[src/rtl/dma_master_arbiter.sv]
// Round-robin arbiter sharing one DMA master port between two requesters,
// with a bounded burst per grant and read-data/response routing to the issuer.
module dma_master_arbiter #(
  parameter int unsigned BURST_MAX = 8
) (
  input  logic        clk,
  input  logic        reset_n,
  input  logic [15:0] p1_addr,
  input  logic        p1_en,
  input  logic [1:0]  p1_wen,
  input  logic [15:0] p1_din,
  output logic        p1_ready,
  output logic [15:0] p1_dout,
  output logic        p1_resp,
  input  logic [15:0] p2_addr,
  input  logic        p2_en,
  input  logic [1:0]  p2_wen,
  input  logic [15:0] p2_din,
  output logic        p2_ready,
  output logic [15:0] p2_dout,
  output logic        p2_resp,
  output logic [15:0] dma_addr,
  output logic        dma_en,
  output logic [1:0]  dma_wen,
  output logic [15:0] dma_din,
  input  logic        dma_ready,
  input  logic [15:0] dma_dout,
  input  logic        dma_resp,
  output logic [1:0]  grant,
  output logic        arb_busy
);

  typedef enum logic [1:0] {
    ST_IDLE = 2'd0,
    ST_OWN1 = 2'd1,
    ST_OWN2 = 2'd2
  } state_t;

  typedef enum logic [1:0] {
    RSP_NONE = 2'd0,
    RSP_P1   = 2'd1,
    RSP_P2   = 2'd2
  } rsp_sel_t;

  localparam logic [3:0] BURST_LAST = 4'(BURST_MAX);

  state_t     state_q, state_d;
  logic       last_owner_q, last_owner_d;  // 1'b0 = p1, 1'b1 = p2
  logic [3:0] burst_cnt_q, burst_cnt_d;
  rsp_sel_t   rsp_sel_q, rsp_sel_d;

  logic       accept;
  logic [3:0] burst_cnt_inc;

  // Bus mux: the owner drives the bus combinationally so a new owner can
  // present its access in the very cycle after a switch.
  always_comb begin
    // NOTE: every output gets a default before the case so no path leaves
    // a signal unassigned, which would otherwise infer a latch.
    dma_addr = '0;
    dma_en   = 1'b0;
    dma_wen  = '0;
    dma_din  = '0;
    p1_ready = 1'b0;
    p2_ready = 1'b0;
    unique case (state_q)
      ST_OWN1: begin
        dma_addr = p1_addr;
        dma_en   = p1_en;
        dma_wen  = p1_wen;
        dma_din  = p1_din;
        p1_ready = dma_ready & p1_en;
      end
      ST_OWN2: begin
        dma_addr = p2_addr;
        dma_en   = p2_en;
        dma_wen  = p2_wen;
        dma_din  = p2_din;
        p2_ready = dma_ready & p2_en;
      end
      default: ;
    endcase
  end

  assign accept        = dma_en & dma_ready;
  assign burst_cnt_inc = burst_cnt_q + 4'd1;

  always_comb begin
    state_d      = state_q;
    last_owner_d = last_owner_q;
    burst_cnt_d  = burst_cnt_q;
    rsp_sel_d    = RSP_NONE;
    unique case (state_q)
      ST_IDLE: begin
        // On a tie the requester that did not own the bus last wins.
        if (p1_en && (!p2_en || last_owner_q)) state_d = ST_OWN1;
        else if (p2_en)                        state_d = ST_OWN2;
      end
      ST_OWN1: begin
        if (!p1_en) begin
          state_d      = p2_en ? ST_OWN2 : ST_IDLE;
          burst_cnt_d  = '0;
          last_owner_d = 1'b0;
        end else if (accept) begin
          rsp_sel_d = RSP_P1;
          if (burst_cnt_inc == BURST_LAST) begin
            burst_cnt_d = '0;
            if (p2_en) begin
              state_d      = ST_OWN2;
              last_owner_d = 1'b0;
            end
          end else begin
            burst_cnt_d = burst_cnt_inc;
          end
        end
      end
      ST_OWN2: begin
        if (!p2_en) begin
          state_d      = p1_en ? ST_OWN1 : ST_IDLE;
          burst_cnt_d  = '0;
          last_owner_d = 1'b1;
        end else if (accept) begin
          rsp_sel_d = RSP_P2;
          if (burst_cnt_inc == BURST_LAST) begin
            burst_cnt_d = '0;
            if (p1_en) begin
              state_d      = ST_OWN1;
              last_owner_d = 1'b1;
            end
          end else begin
            burst_cnt_d = burst_cnt_inc;
          end
        end
      end
      default: begin
        state_d     = ST_IDLE;
        burst_cnt_d = '0;
      end
    endcase
  end

  always_ff @(posedge clk or negedge reset_n) begin
    if (!reset_n) begin
      state_q      <= ST_IDLE;
      last_owner_q <= 1'b1;
      burst_cnt_q  <= '0;
      rsp_sel_q    <= RSP_NONE;
    end else begin
      // NOTE: sequential state uses non-blocking assignments so every flop
      // samples pre-edge values regardless of statement order.
      state_q      <= state_d;
      last_owner_q <= last_owner_d;
      burst_cnt_q  <= burst_cnt_d;
      rsp_sel_q    <= rsp_sel_d;
    end
  end

  // rsp_sel is captured at accept, so data lands on the issuer even after a switch.
  assign p1_dout  = (rsp_sel_q == RSP_P1) ? dma_dout : '0;
  assign p1_resp  = (rsp_sel_q == RSP_P1) ? dma_resp : 1'b0;
  assign p2_dout  = (rsp_sel_q == RSP_P2) ? dma_dout : '0;
  assign p2_resp  = (rsp_sel_q == RSP_P2) ? dma_resp : 1'b0;

  assign grant    = {state_q == ST_OWN2, state_q == ST_OWN1};
  assign arb_busy = (state_q != ST_IDLE);

endmodule
[config.mk]
export PLATFORM = sky130hd
export DESIGN_NAME = dma_master_arbiter
export DESIGN_NICKNAME = d
export VERILOG_FILES = /design/src/rtl/dma_master_arbiter.sv
export SDC_FILE = /design/constraint.sdc
export NUM_CORES = 1
export LEC_CHECK = 0
export CORE_ASPECT_RATIO = 1.75
export CORE_MARGIN = 5
export CORE_UTILIZATION = 28
export DETAILED_ROUTE_END_ITERATION = 12
export PLACE_DENSITY_LB_ADDON = 0.3
export SETUP_SLACK_MARGIN = 0.1
export SYNTH_ARGS = -nofsm -noshare
export SYNTH_HDL_FRONTEND = slang
export SYNTH_SLANG_ARGS = --single-unit
[constraint.sdc]
create_clock -name clk -period 2.2 [get_ports clk]
set_clock_uncertainty 0.15 [all_clocks]
set_input_delay 0.44 -clock clk [delete_from_list [all_inputs] [get_ports clk]]
set_output_delay 0.44 -clock clk [all_outputs]
set_load 0.01 [all_outputs]
# Word-level counts from Yosys, hierarchy flattened

Index checks and enable logic that the tools add are counted.

Flip-flop bits (word level): 9
Input port bits: 90
Output and inout bits: 74
Logic and storage cells: 68

Add/sub/neg operators: 1
Equal/unequal tests: 11
Multiplexer cells: 41
Bitwise gates (word level): 3
Reduce and logical (&&, ||, !) cells: 8

Operator list:

| operator                                       | number |
|---|---|
| one-hot mux 16 bit (2 select lines)            | 2 |
| two-way mux 16 bit                             | 2 |
| two-way mux 2 bit                              | 12 |
| two-way mux 4 bit                              | 4 |
| two-way mux 1 bit                              | 15 |
| != test 3 x 2 -> 1 bit (second input constant) | 4 |
| one-hot mux 4 bit (3 select lines)             | 1 |
| one-hot mux 2 bit (2 select lines)             | 2 |
| AND reduction 7 bit                            | 1 |
| != test 3 bit (second input constant)          | 2 |
| one-hot mux 2 bit (3 select lines)             | 1 |
| AND reduction 5 bit                            | 1 |
| adder 4 x 1 -> 4 bit (second input constant)   | 1 |
| == test 2 x 1 -> 1 bit (second input constant) | 2 |
| == test 2 bit (second input constant)          | 2 |
| == test 4 bit (second input constant)          | 1 |
| one-hot mux 1 bit (2 select lines)             | 2 |
| nonzero test 2 bit                             | 2 |
| bitwise AND 1 bit                              | 3 |
| logical NOT 2 bit                              | 1 |
| logical AND 1 bit                              | 1 |
| logical NOT 1 bit                              | 1 |
| logical OR 1 bit                               | 1 |

# Logic depth before layout (Yosys ltp)

Gate-level depths: netlist of the first run.

Word-level depth: 6
Depth in mapped cells: 7
Depth with buffers taken out: 7

# Worst setup path after synthesis of the first run

OpenSTA, ideal clock, no wires.

Path kind: register to output
Start point: register state_q[1]
End point: output dma_addr[0]
Arrival: 1.492 ns
Required time: 1.610 ns
Setup slack: 0.118 ns
Stages on the path, launching flop included: 7
Buffers on the path: 2
Cell sequence: dfrtp_1 > inv_1 > ha_1 > clkbuf_8 > clkbuf_1 > a22oi_1 > nor2b_1

Word-level cells in the longest chain between the ends: 2
Elaborated cells between the ends (all ways): 3
Those cells by class: eq/ne: 2; mux: 1

RTL lines:

| what                                | line | source |
|---|---|---|
| start: declaration                  | 47   | `state_t state_q, state_d;` |
| start signal: assignment            | 151  | `state_q <= state_d;` |
| == test 2 x 1 -> 1 bit              | n/a  |  |
| via grant[0]                        | 29   | `output logic [1:0] grant,` |
| one-hot mux 16 bit (2 select lines) | 66   | `unique case (state_q)` |
| end: declaration                    | 22   | `output logic [15:0] dma_addr,` |

The timed path passes the listed nets, and every way through them passes these cells.

# Worst setup path in the final report of the first run

Start point: register state_q[0]
End point: output dma_en

Word-level cells in the longest chain between the ends: 2
Elaborated cells between the ends (all ways): 3
Those cells by class: eq/ne: 2; mux: 1

RTL lines:

| what                                                    | line | source |
|---|---|---|
| == test 2 bit or == test 2 x 1 -> 1 bit (tied branches) | 66   |  |
| one-hot mux 1 bit (2 select lines) (*)                  | 66   |  |
| end: declaration                                        | 23   | `output logic dma_en,` |

Mark *: on every way between the ends. The rest lies on a longest branch, timed or not.

==> summary.txt, run 1 <==
Clock tree
  • Root Driver: clkbuf_8
  • CTS tree: yes
  • Hold-fix buffers at CTS: 0
  • Clock Latency Late Sink: 0.25 ns
  • CTS Buf Count: 3
  • CTS H-tree depth: 1
  • Longest Clk Path Bufs: 2
  • Clock Sinks: 9
  • Clock-pin transition on the worst setup and hold timing paths: 0.05 ns

Yosys
  • Syn Area/Cell: 7.60 µm²
  • Yosys warning total: 0
  • Count of cell types in the netlist: 40
  • Post-synthesis sequential area ratio: 15.5%
  • Ys flop type: dfrtp_1
  • XOR/XNOR Fraction of Synth Area: 0%
  • Synthesized Nets: 287
  • Post-Synth Adder-Cell Area: 4.28%
  • Synthesized area: 0.00146 mm²
  • Compound-Gate Fraction of Synth Area: 31.2%
  • Main combinational cell family by area after synthesis: simple AND/OR/NAND/NOR gates
  • Synthesized flop and latch total: 9
  • Post-synthesis mux area share: 0.686%
  • Synthesized instance count: 192
  • Synth async-reset ratio: 100%
  • Simple-Gate Fraction of Synth Area: 39.2%
  • EDFF count, synth: 0

Final layout
  • Share of post-route cells with drive strength above 1: 29.8%
  • Fin util: 66.9%
  • Final Net Count: 469
  • Layout Area Growth over Synthesis: 130%
  • ANT cells: 0

Placed design
  • Number of port buffers: 163
  • Post-DP HPWL: 6.13 mm
  • Gpl congestion: 0.865

Critical path
  • Startpoint Class: register
  • Critical Path AT: 1.55 ns
  • Setup Crit Path Kind: register to output pin
  • Worst R2R End: state_q[1]$_DFFE_PN0P_
  • R2R depth: 7
  • Crit-path max FO: 4
  • Crit path capture type: output pin
  • Required @ worst endpoint: 1.61 ns
  • Reg-to-reg critical path startpoint: state_q[0]$_DFFE_PN0P_
  • Worst R2R Setup Slack: 0.28 ns

STA
  • Slew Viols, Final: 0
  • Min cycle time layout: 2.14 ns
  • # setup viols final: 0
  • Slew HR: 70.7%
  • RSZ-0062 raised after global routing: yes
  • Final period util: 97.5%
  • Least-Margin Pin Slew: 0.437 ns
  • Fmax: 466 MHz
  • Hold Fails Final Rpt: 0
  • Setup TNS Final: 0 ns

Min path
  • Hold path cells: 2
  • Min-Delay Endpoint: last_owner_q$_DFFE_PN1P_
  • HP Start: last_owner_q$_DFFE_PN1P_
  • Hold WC Path Type: register to register

Job
  • Max Cap Viol: 0

Power and ir drop
  • Leak pwr: 0.00158 µW
  • IR drop worst, VDD: 0.853 mV
  • PwrDens: 927 mW/mm²
  • Design Power: 3110 µW

Detailed routing
  • Residual DRC: 0
  • Wirelength per Cell: 18.8 µm
  • Vias: 2109
  • TritonRoute pass-1 iters: 4
  • Via/cell ratio: 4.94
  • DRT antenna net count: 0
  • DRT iter0 DRCs: 95
  • DRT Wirelength: 8.02 mm

Run status
  • Status: completed

GRT
  • Vias in the first global route: 2098
  • Tot GR Track Use: 22.5%
  • Pin count of the biggest net entering global routing: 18
  • First-pass GRT wire length: 12.0 mm
  • Initial antenna violation count: 0
  • Global route total overflow: 0

Floorplanning
  • Die width: 64.6 µm
  • Total die area: 0.00682 mm²
  • IO Pins: 164
  • Initial Util: 29.1%
  • Rows: 34
  • Core ar.: 0.00502 mm²
  • Die H: 106 µm
-- layout by cell type (no fill, tap or decap), types with 4 or more instances in the layout --
cell             count
a22oi_1             16
a22oi_2             18
and2_1              35
buf_2               36
buf_4               18
buf_6                8
clkdlybuf4s50_1     89
dfrtp_1              8
dlygate4sd2_1       34
inv_1                4
nand2_1             10
nor2_1               4
nor2b_1             34
o21ai_0              4
-- worst max path at each step --
stage | from | to | slack (ns) | cells past startpoint
floorplan | state_q[1]$_DFFE_PN0P_ | dma_addr[0] | 0.12 | 6
global placement | p1_en | p1_ready | -0.15 | 4
detailed placement | state_q[1]$_DFFE_PN0P_ | dma_din[12] | -0.19 | 6
CTS | state_q[0]$_DFFE_PN0P_ | dma_en | 0.02 | 7
global route | state_q[0]$_DFFE_PN0P_ | dma_en | 0.002 | 7
finish | state_q[0]$_DFFE_PN0P_ | dma_en | 0.06 | 7
-- logic make-up after synthesis --
family / count (synthesis)
AOI/OAI and AO/OA: 57
DFF: 9
adders and majority gates: 5
buffers and inverters: 24
muxes: 1
and+or+nand+nor: 96
-- critical path: stages, from the launching register on --
cell	delay, ns
dfrtp_1	0.40
buf_6	0.13
ha_4	0.19
buf_6	0.12
a22o_4	0.25
nand2_4	0.07
inv_2	0.04
buf_6	0.11
-- synth_stat cells (2+ instances only) --
master | number | area [µm²]
a21o_1 | 2 | 15.0
o21ai_0 | 4 | 20.0
clkbuf_1 | 6 | 22.5
a21oi_1 | 3 | 15.0
and3_1 | 2 | 12.5
buf_6 | 3 | 33.8
nor2_1 | 4 | 15.0
nand3b_1 | 2 | 15.0
and2_1 | 35 | 219
nor2b_1 | 37 | 231
buf_2 | 6 | 30.0
nand2_1 | 10 | 37.5
ha_1 | 5 | 62.6
dfrtp_1 | 8 | 200
inv_1 | 7 | 26.3
a22oi_1 | 34 | 255
-- report_power, final --
part | total, µW | internal [µW] | switching, µW | leakage [µW]
combinational | 2670 | 1460 | 1210 | 0.00144
sequential | 240 | 206 | 34.2 | 0.000119
clock | 202 | 124 | 77.4 | 0.0000255
-- repair_timing --
action / CTS / global route
pin swaps: 3 / 5
cloned: 4 / 0
setup buffers: 5 / 5
setup endpoints to repair: 74 / 41
gates resized for setup: 212 / 21
-- per-layer routing --
layer / track usage [%] / part of all wire (%) / wire [µm]
met1: 23.9 / 36 / 2890
met2: 43.8 / 55 / 4410
met3: 4.15 / 7.2 / 576
met4: 5.90 / 1.7 / 140
met5: 0 / 0 / 0
-- state kept, by name, indices dropped and copies added, names as in the netlist --
name	count
rsp_sel_q	2
burst_cnt_q	4
last_owner_q	1
state_q	2
-- through the flow --
stage / cell area, µm² / setup WS [ns] / instances / hold slack (ns)
6_report: 3360 / 0.0551 / 427 / 0.339
5_1_grt: 3360 / 0.00201 / 427 / 0.369
4_1_cts: 3270 / 0.0250 / 422 / 0.341
3_5_place_dp: 3220 / -0.187 / 409 / 0.333
3_3_place_gp: 3220 / -0.150 / 409 / 0.328
2_1_floorplan: 1460 / 0.118 / 192 / -0.00559
-- cell type report --
class | count | area, µm²
Multi-Input combinational cell | 159 | 1240
Inverter | 7 | 26.3
Timing Repair Buffer | 194 | 1750
Clock buffer | 3 | 41.3
Tap cell | 54 | 67.6
Clock inverter | 1 | 5.00
Fill cell | 441 | 1660
Sequential cell | 9 | 226
No activity file was read; power rests on OpenSTA's default activity.
==> run 2: changes to the inputs <==
--- a/config.mk
+++ b/config.mk
@@ -6,7 +6,6 @@
 export NUM_CORES = 1
 export LEC_CHECK = 0
 export CORE_ASPECT_RATIO = 1.75
-export CORE_MARGIN = 5
 export CORE_UTILIZATION = 28
 export DETAILED_ROUTE_END_ITERATION = 12
 export PLACE_DENSITY_LB_ADDON = 0.3
==> run 2 against run 1 <==
The run now ends with negative setup slack left. First-iteration DRC count is 9.5% lower. Worst hold slack improved by 0.0067 ns. Register-to-register slack lost 0.09 ns. Sequential share of layout area shrank 0.56 points. Wire length rose by 2.3%. Worst setup slack worse by 0.065 ns. Largest cell class unchanged.
==> summary.txt, run 2 (same netlist as run 1, synthesis figures left out) <==
Clock tree
  • CTS tree: yes
  • CTS H-tree depth: 1 (unchanged)
  • Clock Latency Late Sink: 0.25 ns (about the same)
  • Clock-pin transition on the worst setup and hold timing paths: 0.05 ns (about the same)
  • Longest Clk Path Bufs: 2 (unchanged)
  • CTS Buf Count: 3 (unchanged)
  • Root Driver: clkbuf_8
  • Hold-fix buffers at CTS: 0 (unchanged)
  • Clock Sinks: 9 (unchanged)

Detailed routing
  • Residual DRC: 0 (unchanged)
  • DRT Wirelength: 8.21 mm (+2.3%)
  • DRT antenna net count: 0 (unchanged)
  • TritonRoute pass-1 iters: 4 (unchanged)
  • Via/cell ratio: 5.17 (+4.6%)
  • Vias: 2237 (+6.1%)
  • DRT iter0 DRCs: 86 (-9.5%)
  • Wirelength per Cell: 19.0 µm (+0.93%)

Floorplanning
  • Die H: 97.5 µm (-7.6%)
  • Initial Util: 29.3% (+0.25 points)
  • IO Pins: 164 (unchanged)
  • Total die area: 0.00552 mm² (-19%)
  • Rows: 34 (unchanged)
  • Die width: 56.6 µm (-12%)
  • Core ar.: 0.00498 mm² (-0.85%)

Placed design
  • Post-DP HPWL: 5.40 mm (-12%)
  • Gpl congestion: 0.855 (-1.1%)
  • Pre-CTS setup slack: -0.170 ns (+0.0167 ns)
  • Number of port buffers: 163 (unchanged)
  • Post-DP Area: 0.00322 mm² (+0.16%)

Final layout
  • Reg with most FFs: burst_cnt_q
  • Largest regs: burst_cnt_q (4), rsp_sel_q (2), state_q (2)
  • Final Net Count: 475 (+1.3%)
  • Fin area: 0.00368 mm² (+9.7%)
  • Commonest non-fill, non-tap cell in the layout: clkdlybuf4s50_1
  • Most frequent cells in the layout: clkdlybuf4s50_1 (89), dlygate4sd2_1 (36), and2_1 (35), a22oi_2 (33), buf_2 (31)
  • Layout Area Growth over Synthesis: 152%
  • Largest register FFs: 4 (unchanged)
  • Share of post-route cells with drive strength above 1: 36.1% (+6.4 points)
  • ANT cells: 0 (unchanged)
  • Layout filler cell count: 369 (-16%)

Critical path
  • Crit-path max FO: 5 (+1)
  • Critical Path AT: 1.62 ns (+0.07 ns)
  • Crit path capture type: output pin
  • Startpoint Class: register
  • Required @ worst endpoint: 1.61 ns (about the same)
  • Setup Crit Path Kind: register to output pin

GRT
  • Pin count of the biggest net entering global routing: 22 (+4)
  • First-pass GRT wire length: 11.2 mm (-6.9%)
  • Global route total overflow: 0 (unchanged)
  • Vias in the first global route: 2138 (+1.9%)
  • Initial antenna violation count: 0 (unchanged)
  • Tot GR Track Use: 25.9% (+3.4 points)

STA
  • Fmax: 453 MHz (-2.9%)
  • Least-Margin Pin Slew: 0.463 ns (+0.0259 ns)
  • Hold Fails Final Rpt: 0 (unchanged)
  • Final setup margin: -0.00990 ns (-0.0650 ns)
  • Slew HR: 69.0% (-1.7 points)
  • Slew Viols, Final: 0 (unchanged)
  • Final period util: 100% (+3.0 points)
  • # setup viols final: 6 (+6)
  • RSZ-0062 raised after global routing: yes
  • Min cycle time layout: 2.21 ns (+0.0650 ns)

Job
  • Max Cap Viol: 0 (unchanged)

Power and ir drop
  • Leak pwr: 0.00169 µW (+6.6%)
  • PwrDens: 999 mW/mm² (+7.7%)
  • IR drop worst, VDD: 1.08 mV (+27%)
  • Design Power: 3680 µW (+18%)

Run status
  • Failing checks: negative setup slack
  • Status: finished with violations

Min path
  • Hold WC Path Type: register to register
run 2: changes by cell type in the layout (fill, tap and decap cells not counted), moves of 2 or more:
cell | before | now
buf_2 | 36 | 31
a22oi_1 | 16 | 1
buf_6 | 8 | 11
nor2b_4 | 0 | 5
nor2b_1 | 34 | 29
a22oi_2 | 18 | 33
buf_12 | 3 | 6
dlygate4sd2_1 | 34 | 36
clkbuf_16 | 0 | 5
clkbuf_2 | 3 | 0
run 2: metrics by stage:
step                      instances  hold WS (ns)  util, %  TNS (ns)
after floorplan                 192      -0.00559        -         0
after global placement          408         0.330     64.7     -3.13
after detailed placement        408         0.339     64.7     -4.63
after CTS                       423         0.350     66.7         0
after global routing            433         0.377     74.0    -0.841
final                           433         0.346     74.0   -0.0400
run 2: where the power goes:
part,internal [µW],switching (µW)
Sequential,208,46.0
Combinational,1830,1390
Clock,125,78.4
Total,2160,1520
run 2: path summary, 6_finish.rpt:
kind / start / end / slack, ns / cells after the start
setup / recovery: state_q[1]$_DFFE_PN0P_ / dma_din[11] / -0.01 / 7
hold / removal: last_owner_q$_DFFE_PN1P_ / last_owner_q$_DFFE_PN1P_ / 0.35 / 2
setup reg to reg: state_q[0]$_DFFE_PN0P_ / state_q[0]$_DFFE_PN0P_ / 0.19 / 9
hold reg to reg: last_owner_q$_DFFE_PN1P_ / last_owner_q$_DFFE_PN1P_ / 0.35 / 2
max in group asynchronous: reset_n / state_q[0]$_DFFE_PN0P_ / 1.19 / 1
min in group asynchronous: reset_n / burst_cnt_q[1]$_DFFE_PN0N_ / 0.37 / 1
run 2: repair_timing:
action | 4_1_cts | 5_1_grt
pin swaps | 0 | 10
endpoints found under the setup margin | 74 | 37
cloned | 4 | 6
resized for setup | 215 | 41
setup buffers | 7 | 4
run 2: layer usage:
| layer | share of wire [%] | global-route usage, % |
|---|---|---|
| met1 | 36 | 27.3 |
| met3 | 6.2 | 5.19 |
| met2 | 54 | 47.9 |
| met4 | 3.5 | 10.7 |
| met5 | 0 | 0 |
run 2: critical path, stage by stage (launching register included):
cell       delay, ns
dfrtp_1         0.40
buf_6           0.13
ha_4            0.18
buf_12          0.14
clkbuf_16       0.15
a22oi_1         0.17
nor2b_1         0.06
buf_2           0.14
run 2: cell type report:
type / count / area (µm²) / share of cell area, %
clock inverter: 1 / 5.00 / 0.136
clock buffer: 3 / 41.3 / 1.12
multi-input combinational: 159 / 1360 / 36.8
timing repair buffer: 200 / 1960 / 53.1
inverter: 7 / 28.8 / 0.781
tap: 54 / 67.6 / 1.83
sequential: 9 / 228 / 6.18
==> run 3: changes to the inputs <==
--- a/config.mk
+++ b/config.mk
@@ -5,8 +5,10 @@
 export SDC_FILE = /design/constraint.sdc
 export NUM_CORES = 1
 export LEC_CHECK = 0
+export ABC_AREA = 1
 export CORE_ASPECT_RATIO = 1.75
-export CORE_UTILIZATION = 28
+export CORE_UTILIZATION = 27
+export CTS_BUF_LIST = sky130_fd_sc_hd__clkbuf_4 sky130_fd_sc_hd__clkbuf_8
 export DETAILED_ROUTE_END_ITERATION = 12
 export PLACE_DENSITY_LB_ADDON = 0.3
 export SETUP_SLACK_MARGIN = 0.1
==> run 3 against run 2 <==
Global-route usage shrank 3.1 points. Wire length shrank 23%. Worst setup slack gained 0.053 ns. Largest cell class unchanged. Register-to-register slack gained 0.14 ns. Cell area shrank 14%. The flow now finishes without violations. Flip-flop and latch count is the same.
==> summary.txt, run 3 <==
Yosys
  • Synthesized Nets: 343 (+20%)
  • EDFF count, synth: 0 (unchanged)
  • Synthesized flop and latch total: 9 (unchanged)
  • Count of cell types in the netlist: 26 (-35%)
  • Synthesized area: 0.00129 mm² (-11%)
  • Synth area leader: nand2_1
  • Synth top area share: 24.9% (+7.4 points)
  • Yosys warning total: 0 (unchanged)
  • Syn Area/Cell: 5.22 µm² (-31%)
  • Ys flop type: dfrtp_1
  • Synthesized instance count: 248 (+29%)
  • Post-synthesis sequential area ratio: 17.5% (+2.0 points)
  • Synth async-reset ratio: 100% (unchanged)
  • Most frequent cells after synthesis: nand2_1 (86), nor2_1 (40), a21oi_1 (38), inv_1 (28), dfrtp_1 (8)
  • Count leader, synth: nand2_1
  • Synth area leaders: nand2_1 (25%), dfrtp_1 (15%), a21oi_1 (15%)

GRT
  • Global route total overflow: 0 (unchanged)
  • Initial antenna violation count: 0 (unchanged)
  • First-pass GRT wire length: 8.71 mm (-22%)
  • Pin count of the biggest net entering global routing: 33 (+50%)
  • Tot GR Track Use: 22.8% (-3.1 points)
  • Vias in the first global route: 2036 (-4.8%)

Clock tree
  • Clock Sinks: 9 (unchanged)
  • CTS Buf Count: 3 (unchanged)
  • Hold-fix buffers at CTS: 0 (unchanged)
  • Root Driver: clkbuf_8
  • CTS tree: yes
  • Clock Latency Late Sink: 0.23 ns (-0.02 ns)
  • Longest Clk Path Bufs: 2 (unchanged)
  • CTS H-tree depth: 1 (unchanged)
  • Clock-pin transition on the worst setup and hold timing paths: 0.05 ns (about the same)

STA
  • Setup TNS Final: 0 ns (+0.0400 ns)
  • WHS: 0.340 ns (-0.00622 ns)
  • Slew HR: 70.8% (+1.8 points)
  • Least-Margin Pin Slew: 0.436 ns (-0.0273 ns)
  • # setup viols final: 0 (-6)
  • Fmax: 464 MHz (+2.5%)
  • Final period util: 98.0% (-2.4 points)
  • Min cycle time layout: 2.16 ns (-0.0530 ns)
  • RSZ-0062 raised after global routing: yes
  • Slew Viols, Final: 0 (unchanged)
  • Hold Fails Final Rpt: 0 (unchanged)

Run status
  • Status: completed

Detailed routing
  • TritonRoute pass-1 iters: 6 (+2)
  • DRT antenna net count: 0 (unchanged)
  • DRT Wirelength: 6.36 mm (-23%)
  • Wirelength per Cell: 13.2 µm (-30%)
  • Via/cell ratio: 4.86 (-5.9%)
  • Residual DRC: 0 (unchanged)
  • DRT iter0 DRCs: 30 (-65%)
  • Vias: 2344 (+4.8%)

Floorplanning
  • Die width: 54.4 µm (-4.0%)
  • Rows: 33 (-2.9%)
  • IO Pins: 164 (unchanged)
  • Initial Util: 28.0% (-1.3 points)
  • Total die area: 0.00509 mm² (-7.8%)
  • Core ar.: 0.00462 mm² (-7.1%)
  • Die H: 93.6 µm (-4.0%)

Critical path
  • Cell mode on critical path: buf_12
  • Critical Path AT: 1.57 ns (-0.05 ns)
  • Required @ worst endpoint: 1.61 ns (about the same)
  • Startpoint Class: register
  • Critical-path cell list: inv_2 > ha_4 > buf_12 > buf_12 > nand2_1 > a21oi_2 > buf_2
  • Max stage delay cell, worst path: dfrtp_1
  • Crit-path max FO: 11 (+6)
  • Worst path max stage delay: 0.40 ns (about the same)
  • Setup Crit Path Kind: register to output pin
  • Top delay family on crit path: buffers and inverters
  • Crit path capture type: output pin
  • Buf/Inv on CP: 4 (unchanged)

Placed design
  • Post-DP Area: 0.00315 mm² (-2.1%)
  • Number of port buffers: 163 (unchanged)
  • DP Cell Count: 472 (+16%)
  • Gpl congestion: 0.905 (+5.8%)
  • Post-DP HPWL: 4.70 mm (-13%)

Final layout
  • Fin area: 0.00318 mm² (-14%)
  • Layout Area Growth over Synthesis: 146%
  • Commonest non-fill, non-tap cell in the layout: clkdlybuf4s50_1
  • Largest regs: burst_cnt_q (4), rsp_sel_q (2), state_q (2)
  • Fin util: 68.8% (-5.2 points)
  • Final Net Count: 526 (+11%)
  • Finished Layout Cells: 482 (+11%)
  • Reg with most FFs: burst_cnt_q
  • Share of post-route cells with drive strength above 1: 22.6% (-14 points)
  • Largest register FFs: 4 (unchanged)
  • ANT cells: 0 (unchanged)
  • Most frequent cells in the layout: clkdlybuf4s50_1 (89), nand2_1 (85), nor2_1 (39), dlygate4sd2_1 (37), buf_2 (36)

Power and ir drop
  • IR drop worst, VDD: 0.604 mV (-44%)
  • Sw frac: 46.2% (+4.9 points)
  • Internal: 1500 µW (-31%)
  • P_sw: 1290 µW (-15%)
  • Leak pwr: 0.00168 µW (-0.74%)
  • Clock power frac: 7.2% (+1.7 points)
  • Comb pwr share: 84.3% (-3.3 points)
  • PwrDens: 874 mW/mm² (-12%)
  • Sequential share of power: 8.5% (+1.6 points)

Min path
  • Hold WC Path Type: register to register

Job
  • Max Cap Viol: 0 (unchanged)
## run 3: cell types whose count changed after synthesis, sizes merged, moves of 3 or more
cell,previous run,this run
a21oi,4,38
inv,7,28
nor2,4,41
clkbuf,7,4
nand2,11,90
nor2b,37,0
a22oi,34,0
and2,35,0
nand3,0,6
## run 3: layout make-up
type | instances | area [µm²]
timing repair buffer | 193 | 1750
clock buffer | 4 | 48.8
inverter | 29 | 111
fill | 420 | 1440
tap | 52 | 65.1
sequential | 9 | 226
multi-input combinational | 195 | 983
## run 3: path summary, 6_finish.rpt
kind / to / cells past startpoint / slack (ns) / start
worst max-delay path: dma_din[15] / 7 / 0.04 / state_q[0]$_DFFE_PN0P_
worst min-delay path: last_owner_q$_DFFE_PN1P_ / 2 / 0.34 / last_owner_q$_DFFE_PN1P_
worst max register to register: last_owner_q$_DFFE_PN1P_ / 13 / 0.33 / state_q[0]$_DFFE_PN0P_
worst min register to register: last_owner_q$_DFFE_PN1P_ / 2 / 0.34 / last_owner_q$_DFFE_PN1P_
max in group asynchronous: last_owner_q$_DFFE_PN1P_ / 1 / 1.19 / reset_n
min in group asynchronous: state_q[1]$_DFFE_PN0P_ / 1 / 0.37 / reset_n
## run 3: what timing repair did
item / in CTS / in global routing
gates cloned: 1 / 3
pin swaps: 2 / 0
setup buffers: 1 / 1
setup endpoints to repair: 74 / 36
resized for setup: 194 / 16
## run 3: cell families after synthesis
logic type                 Yosys count  synth area share (%)
and+or+nand+nor                    142                  44.7
AOI/OAI and AO/OA                   47                  18.6
buffers and inverters               44                  13.7
xor gates and xnor gates             1                 0.676
DFF                                  9                  17.5
adders and majority gates            5                  4.83
## run 3: layer usage
metal	GRT usage, %	routed length, µm	vias to the layer above
met1	21.6	2160	1048
met4	9.40	200	0
met5	0	0	-
met2	44.7	3470	144
li1	-	-	1134
met3	2.60	526	18
## run 3: power by group through the flow
stage | Combinational, µW | Sequential, µW | Clock [µW]
finish | 2350 | 236 | 201
global route | 2530 | 241 | 216
CTS | 2070 | 235 | 204
global placement | 2120 | 231 | 0
floorplan | 951 | 233 | 0
detailed placement | 2140 | 233 | 0
## run 3: tightest hold or removal path, stage by stage, from the launching register on
cell and delay [ns]:
dfstp_2 0.37, nand2_1 0.06, nand2_1 0.06
## run 3: per-stage QoR
stage               worst slack (ns)  total power, µW
finish                        0.0431             2780
global route                -0.00756             2990
CTS                           0.0521             2510
detailed placement            -0.199             2370
global placement              -0.163             2350
floorplan                      0.201             1180
